`src/rtl/uart_tx.sv`:
```
// UART transmitter: start bit, LSB-first data, optional parity (UART_TX_PARITY_EN), stop bit(s).
// tx falls one cycle after accept; tx_ready is low for the whole frame and new bytes wait at the source.
module uart_tx #(
  parameter int CLKS_PER_BIT = 434,
  parameter int DATA_BITS    = 8,
  parameter int STOP_BITS    = 1,
  parameter int PARITY_ODD   = 0
) (
  input  logic       clk,
  input  logic       rst_n,
  input  logic [7:0] tx_data,
  input  logic       tx_valid,
  output logic       tx_ready,
  output logic       tx,
  output logic       tx_busy
);

  localparam int CW = $clog2(CLKS_PER_BIT);
  localparam logic [CW-1:0] BAUD_LAST = CW'(CLKS_PER_BIT - 1);
  localparam logic [2:0]    BIT_LAST  = 3'(DATA_BITS - 1);

  typedef enum logic [2:0] {
    S_IDLE,
    S_START,
    S_DATA,
`ifdef UART_TX_PARITY_EN
    S_PARITY,
`endif
    S_STOP
  } state_t;

  state_t                 state_q;
  logic [CW-1:0]          baud_q;
  logic [CW-1:0]          baud_d;
  logic [2:0]             bit_q;
  logic [DATA_BITS-1:0]   shift_q;
  logic [DATA_BITS-1:0]   shift_d;
  logic                   tx_q;
  logic                   rdy_q;
  logic                   baud_wrap;
`ifdef UART_TX_PARITY_EN
  logic                   par_q;
`endif

  assign baud_wrap = (baud_q == BAUD_LAST);
  assign baud_d    = (state_q == S_IDLE || baud_wrap) ? '0 : baud_q + CW'(1);
  assign shift_d   = shift_q >> 1;

  always_ff @(posedge clk or negedge rst_n) begin
    if (!rst_n) begin
      state_q <= S_IDLE;
      baud_q  <= '0;
      bit_q   <= '0;
      shift_q <= '0;
      tx_q    <= 1'b1;
      rdy_q   <= 1'b1;
`ifdef UART_TX_PARITY_EN
      par_q   <= 1'b0;
`endif
    end else begin
      baud_q <= baud_d;
      case (state_q)
        S_IDLE: begin
          if (tx_valid && rdy_q) begin
            state_q <= S_START;
            tx_q    <= 1'b0;
            rdy_q   <= 1'b0;
            shift_q <= tx_data[DATA_BITS-1:0];
`ifdef UART_TX_PARITY_EN
            par_q   <= (^tx_data[DATA_BITS-1:0]) ^ 1'(PARITY_ODD);
`endif
          end
        end
        S_START: begin
          if (baud_wrap) begin
            state_q <= S_DATA;
            tx_q    <= shift_q[0];
          end
        end
        S_DATA: begin
          if (baud_wrap) begin
            if (bit_q == BIT_LAST) begin
              bit_q   <= '0;
`ifdef UART_TX_PARITY_EN
              state_q <= S_PARITY;
              tx_q    <= par_q;
`else
              state_q <= S_STOP;
              tx_q    <= 1'b1;
`endif
            end else begin
              bit_q   <= bit_q + 3'd1;
              shift_q <= shift_d;
              tx_q    <= shift_d[0];
            end
          end
        end
`ifdef UART_TX_PARITY_EN
        S_PARITY: begin
          if (baud_wrap) begin
            state_q <= S_STOP;
            tx_q    <= 1'b1;
          end
        end
`endif
        S_STOP: begin
          // bit counter is idle here, so it marks the first of two stop bits
          if (baud_wrap) begin
            if (STOP_BITS == 2 && bit_q == 3'd0) begin
              bit_q <= 3'd1;
            end else begin
              bit_q   <= '0;
              state_q <= S_IDLE;
              rdy_q   <= 1'b1;
            end
          end
        end
        default: begin
          state_q <= S_IDLE;
          tx_q    <= 1'b1;
          rdy_q   <= 1'b1;
        end
      endcase
    end
  end

  assign tx       = tx_q;
  assign tx_ready = rdy_q;
  assign tx_busy  = ~rdy_q;

endmodule

```
`config.mk`:
```
export PLATFORM = sky130hd
export DESIGN_NAME = uart_tx
export DESIGN_NICKNAME = d
export VERILOG_FILES = /design/src/rtl/uart_tx.sv
export SDC_FILE = /design/constraint.sdc
export NUM_CORES = 1
export LEC_CHECK = 0
export ABC_CLOCK_PERIOD_IN_PS = 4500
export BUFFER_PORTS_ARGS = -buffer_cell sky130_fd_sc_hd__buf_2
export CAP_MARGIN = 15
export CORE_AREA = 3 3 63 65
export DETAILED_ROUTE_END_ITERATION = 8
export DIE_AREA = 0 0 66 68
export HOLD_SLACK_MARGIN = 0.02
export PLACE_DENSITY = 0.56
export REMOVE_ABC_BUFFERS = 1
export SLEW_MARGIN = 20
export SYNTH_ARGS = -nofsm -noshare
export SYNTH_HDL_FRONTEND = slang
export SYNTH_SLANG_ARGS = --single-unit
```
`constraint.sdc`:
```
create_clock -name clk -period 4.5 [get_ports clk]
set_input_delay 0.45 -clock clk [delete_from_list [all_inputs] [get_ports clk]]
set_output_delay 0.45 -clock clk [all_outputs]
set_load 0.01 [all_outputs]
```
Word level (Yosys, flattened, before mapping)
Cells that the tools add are included.

word-level totals
  flip-flop bits (word level) = 25
  latch bits = 0
  memory bits (writable) = 0
  bits in read-only memories = 0
  word-level logic and storage cells = 54
  memories kept = 0

cells by class
  $add $sub $neg = 2
  multipliers = 0
  divide/modulo/power cells = 0
  magnitude comparators = 0
  equal/unequal tests = 11
  shifts and indexed selects = 0
  multiplexer cells = 21
  bitwise gates (word level) = 3
  reduce and logical (&&, ||, !) cells = 11

operator list
  operator             number
  $mux 8               3
  $mux 3               7
  $pmux 8 s2           1
  $pmux 3 s4           1
  $ne 2x2->1 const B   5
  $add 9x1->9 const B  1
  $eq 9x9->1 const B   1
  $mux 9               1
  $reduce_and 4->1     2
  $eq 3x2->1 const B   2
  $pmux 3 s2           1
  $reduce_and 3->1     2
  $mux 1               5
  $reduce_and 5->1     1
  $pmux 1 s4           1
  $reduce_bool 2->1    2
  $add 3x1->3 const B  1
  $eq 3x1->1 const B   1
  $eq 3x3->1 const B   1
  $logic_not 3->1      1
  $not 1->1            3
  $pmux 1 s3           1
  $ne 2x1->1 const B   1
  $reduce_or 2->1      1
  2 further kinds      2

Depth between registers and ports, before layout
  depth in word-level cells = 4
  depth in mapped cells = 8
  mapped depth without buffers = 6

Least setup slack after synthesis
Ideal clock, no wire load.

  kind = register to register
  start = register bit_q[0]
  end = register shift_q[4]
  data arrival time = 1.629 ns
  data required time = 4.418 ns
  setup slack = 2.789 ns
  stages on the path, launching flop included = 7
  buffers on the path = 1
  period minus slack after synthesis = 1.711 ns
  cell sequence = dfrtp_1 -> ha_1 -> ha_1 -> o41ai_4 -> buf_6 -> a21oi_1 -> a31oi_1

between the ends
  cells in the longest elaborated chain, start to end = 3

RTL lines
  element                     line  text
  start, declared             35    logic [2:0] bit_q;
  start signal, assigned      92    bit_q <= bit_q + 3'd1;
  $eq 3x3->1                  82    if (bit_q == BIT_LAST) begin
  $ne 2x2->1 (no line)        -
  $reduce_and 4->1 (no line)  -
  end signal, assigned        68    shift_q <= tx_data[DATA_BITS-1:0];
  end signal, assigned        93    shift_q <= shift_d;
  end, declared               36    logic [DATA_BITS-1:0] shift_q;

Every way passes these cells.
A chain may end at the register's enable or synchronous reset.

Worst setup path after layout
  start = register state_q[0]
  end = register shift_q[5]

between the ends
  cells in the longest elaborated chain, start to end = 3

RTL lines
  element                                               line  text
  start, declared                                       32    state_t state_q;
  start signal, assigned                                51    state_q <= S_IDLE;
  start signal, assigned                                65    state_q <= S_START;
  start signal, assigned                                76    state_q <= S_DATA;
  $eq 3x2->1 / $logic_not 3->1 (equally long branches)  62    case (state_q)
  $ne 2x2->1 (no line) (tied with other cells)          -
  $reduce_and 4->1 (no line)                            -

Parallel ways exist; a longest one is shown, timed or not.

==> flow_metrics.env <==
export IMPL_outcome="completed"
export IMPL_drt_iter0_markers=79
export IMPL_peakVddDrop_uv=193.4
export IMPL_cts_inserted_buffers=3
export IMPL_fp_dieH_um=68
export IMPL_insertion_delay_ns=0.31
export IMPL_grt_overflow_total=0
export IMPL_reg2regPathDepth=7
export IMPL_crit_start="state_q[0]$_DFFE_PN0P_"
export IMPL_grt_pass1_wl_um=4464
export IMPL_hp_class="input port to async pin"
export IMPL_cts_setup_buffers=0
export IMPL_cp_end_kind="flop"
export IMPL_core_area_sq_mm=0.003390
export IMPL_clockBufferDepth=2
export IMPL_cp_slowest_cell="ha_1"
export IMPL_antenna_cells=0
export IMPL_initial_core_util=0.4027
export IMPL_drive_gt1_frac=0.1769
export IMPL_grt_pass1_vias=977
export IMPL_grt_total_usage=0.1280
export IMPL_syn_inst=137
export IMPL_place_area_sq_mm=0.001448
export IMPL_cp_start_kind="flop"
export IMPL_synth_cell_types=35
export IMPL_fin_nets=168
export IMPL_hold_viol=0
export IMPL_power_leakage_nw=0.6661
export IMPL_cp_slowest_stage_delay_ns=0.75
export IMPL_dp_cells=190
export IMPL_cts_sinks=24
export IMPL_final_max_slew_viol_count=0
export IMPL_ff2ff_setup_slack_ns=2.22
export IMPL_maxCapViolCount=0
export IMPL_final_cell_mix="dfrtp_1 (22), nor2_1 (15), buf_2 (13)"
export IMPL_setup_violations=0
export IMPL_wl_per_cell_um=13.11
export IMPL_drc_errors=0
export IMPL_port_buffers=13
export IMPL_dp_hpwl_um=1795
export IMPL_post_cts_resize_count=0
export IMPL_via_count=976
export IMPL_wirelength_um=2531
export IMPL_ys_seq_elements=24
export IMPL_final_common_cell="dfrtp_1"
export IMPL_fp_dieW_um=66
export IMPL_die_area_sq_mm=0.004488
export IMPL_fin_cells=193
export IMPL_setup_tns_ns=0
export IMPL_grt_max_degree=25
export IMPL_p_per_area_mw_per_mm2=587.4
export IMPL_syn2layout_area_growth_pct=7.699
export IMPL_worstPathCellList="inv_1, ha_1, inv_1, o21ai_0, buf_4, a21oi_1, a31oi_1"
export IMPL_cp_arrival_ns=2.51
export IMPL_ctsHoldBuffers=0
export IMPL_h_tree_depth=1
export IMPL_place_congestion=0.8008
export IMPL_via_per_inst=5.057
export IMPL_root_buffer="clkbuf_4"
export IMPL_hold_slack_ns=0.1075
export IMPL_avgSynthCellArea_sq_um=9.964
export IMPL_yosys_warnings=0
export IMPL_post_route_period_util=0.5056
export IMPL_fin_crit_ns=2.275
export IMPL_worst_clock_skew_ns=0.004891
export IMPL_worstReg2RegStart="state_q[0]$_DFFE_PN0P_"
export IMPL_cp_max_fo=20
export IMPL_clk_pin_slew_worst_paths_ns=0.14
export IMPL_relSlewSlack=0.4004
export IMPL_fmax_ghz=0.4395
export IMPL_required_ns=4.74
export IMPL_fp_row_count=21
export IMPL_synth_area_sq_mm=0.001365
export IMPL_rsz0062_at_grt="no"
export IMPL_antenna_found_initial=0
export IMPL_seq_area_frac_synth=0.4418
export IMPL_first_pass_iters=4
export IMPL_cts_tree="done"
export IMPL_crit_top_cell="inv_1"
export IMPL_stdcell_area_sq_mm=0.001470
export IMPL_worst_pin_slew_ns=0.8994
export IMPL_io_pins=14
export IMPL_path_class="flop to flop"
export IMPL_reg2reg_to="shift_q[5]$_DFFE_PN0P_"
export IMPL_ant_nets=0
[logic make-up (layout without fill, tap and decap cells)]
kind of cell | after synthesis | after routing | share of synthesized area
AO/OA/AOI/OAI | 34 | 34 | 0.1650
XOR/XNOR | 7 | 7 | 0.04491
adder cells (fa/ha/maj) | 8 | 8 | 0.07333
buffers and inverters | 14 | 24 | 0.05408
flip-flops | 24 | 24 | 0.4418
multiplexers | 9 | 9 | 0.06783
AND/OR/NAND/NOR | 41 | 41 | 0.1531
[flip-flops by register name, indices dropped and copies added (netlist names)]
register / flops
baud_q: 9
bit_q: 3
tx_ready: 1
tx: 1
state_q: 2
shift_q: 8
[Yosys cell counts]
cell type	count	share of area
xor2_1	2	0.013
buf_6	2	0.016
mux2_2	2	0.016
dfstp_2	2	0.038
ha_1	8	0.073
o41ai_4	1	0.020
o221ai_1	1	0.0064
nor2b_1	3	0.014
nor3_1	2	0.0073
nand3_1	4	0.015
or3_1	1	0.0046
nor2_1	15	0.041
nand4b_2	1	0.011
a211o_1	1	0.0064
a21oi_1	9	0.033
buf_1	1	0.0027
dfrtp_1	22	0.40
and3_1	1	0.0046
nor3_4	1	0.012
a31oi_1	9	0.041
o2bb2ai_1	1	0.0064
buf_2	2	0.0073
a22o_1	1	0.0064
clkbuf_1	1	0.0027
mux2i_1	7	0.051
buf_4	1	0.0055
nand4_1	1	0.0046
a31o_2	1	0.0064
o21ai_0	9	0.033
inv_1	7	0.019
or2b_1	1	0.0055
nand2_1	10	0.028
or2_4	1	0.0064
xnor2_1	5	0.032
a211oi_1	1	0.0055
[cell type report]
cell class                      instances  area, sq um
Timing Repair Buffer                   14        72.57
Clock buffer                            3        22.52
Inverter                                7        26.28
Tap cell                               46        57.56
Sequential cell                        24        603.1
Fill cell                             341         1919
Multi-Input combinational cell         99        688.2
[worst max-delay path: cells and delay by family (launching register included)]
kind                       cells  cell delay [ns]
AOI/OAI and AO/OA              3             0.49
buffers and inverters          3             0.52
DFF                            1             0.44
adders and majority gates      1             0.75
[routing by layer]
layer	vias to the layer above	wire, um	track usage
met1	463	1326	0.1771
met3	2	79	0.02791
met5	-	0	0
met4	0	14	0.03807
met2	12	1110	0.2015
li1	499	-	-
[power by group]
part,switching (mW),total (mW),internal [mW]
Clock,0.0654,0.0967,0.0313
Combinational,0.245,0.427,0.182
Sequential,0.0500,0.340,0.290
Total,0.361,0.864,0.503
[per-stage QoR]
step | utilization | setup slack (ns) | total power, mW
2_1_floorplan | - | 2.106 | 0.6617
3_3_place_gp | 0.4271 | 2.347 | 0.7599
3_5_place_dp | 0.4271 | 2.279 | 0.7721
4_1_cts | 0.4337 | 2.252 | 0.8710
5_1_grt | 0.4337 | 2.012 | 0.9435
6_report | 0.4337 | 2.225 | 0.8636
[how the worst max path moves through the flow]
stage / depth (start not counted) / slack (ns) / end
after global routing: 7 / 2.01 / shift_q[1]$_DFFE_PN0P_
after global placement: 5 / 2.35 / state_q[1]$_DFFE_PN0P_
final: 7 / 2.22 / shift_q[5]$_DFFE_PN0P_
after CTS: 5 / 2.25 / state_q[1]$_DFFE_PN0P_
after detailed placement: 5 / 2.28 / state_q[1]$_DFFE_PN0P_
after floorplan: 6 / 2.11 / shift_q[1]$_DFFE_PN0P_
Power figures use the tool's default switching activity.
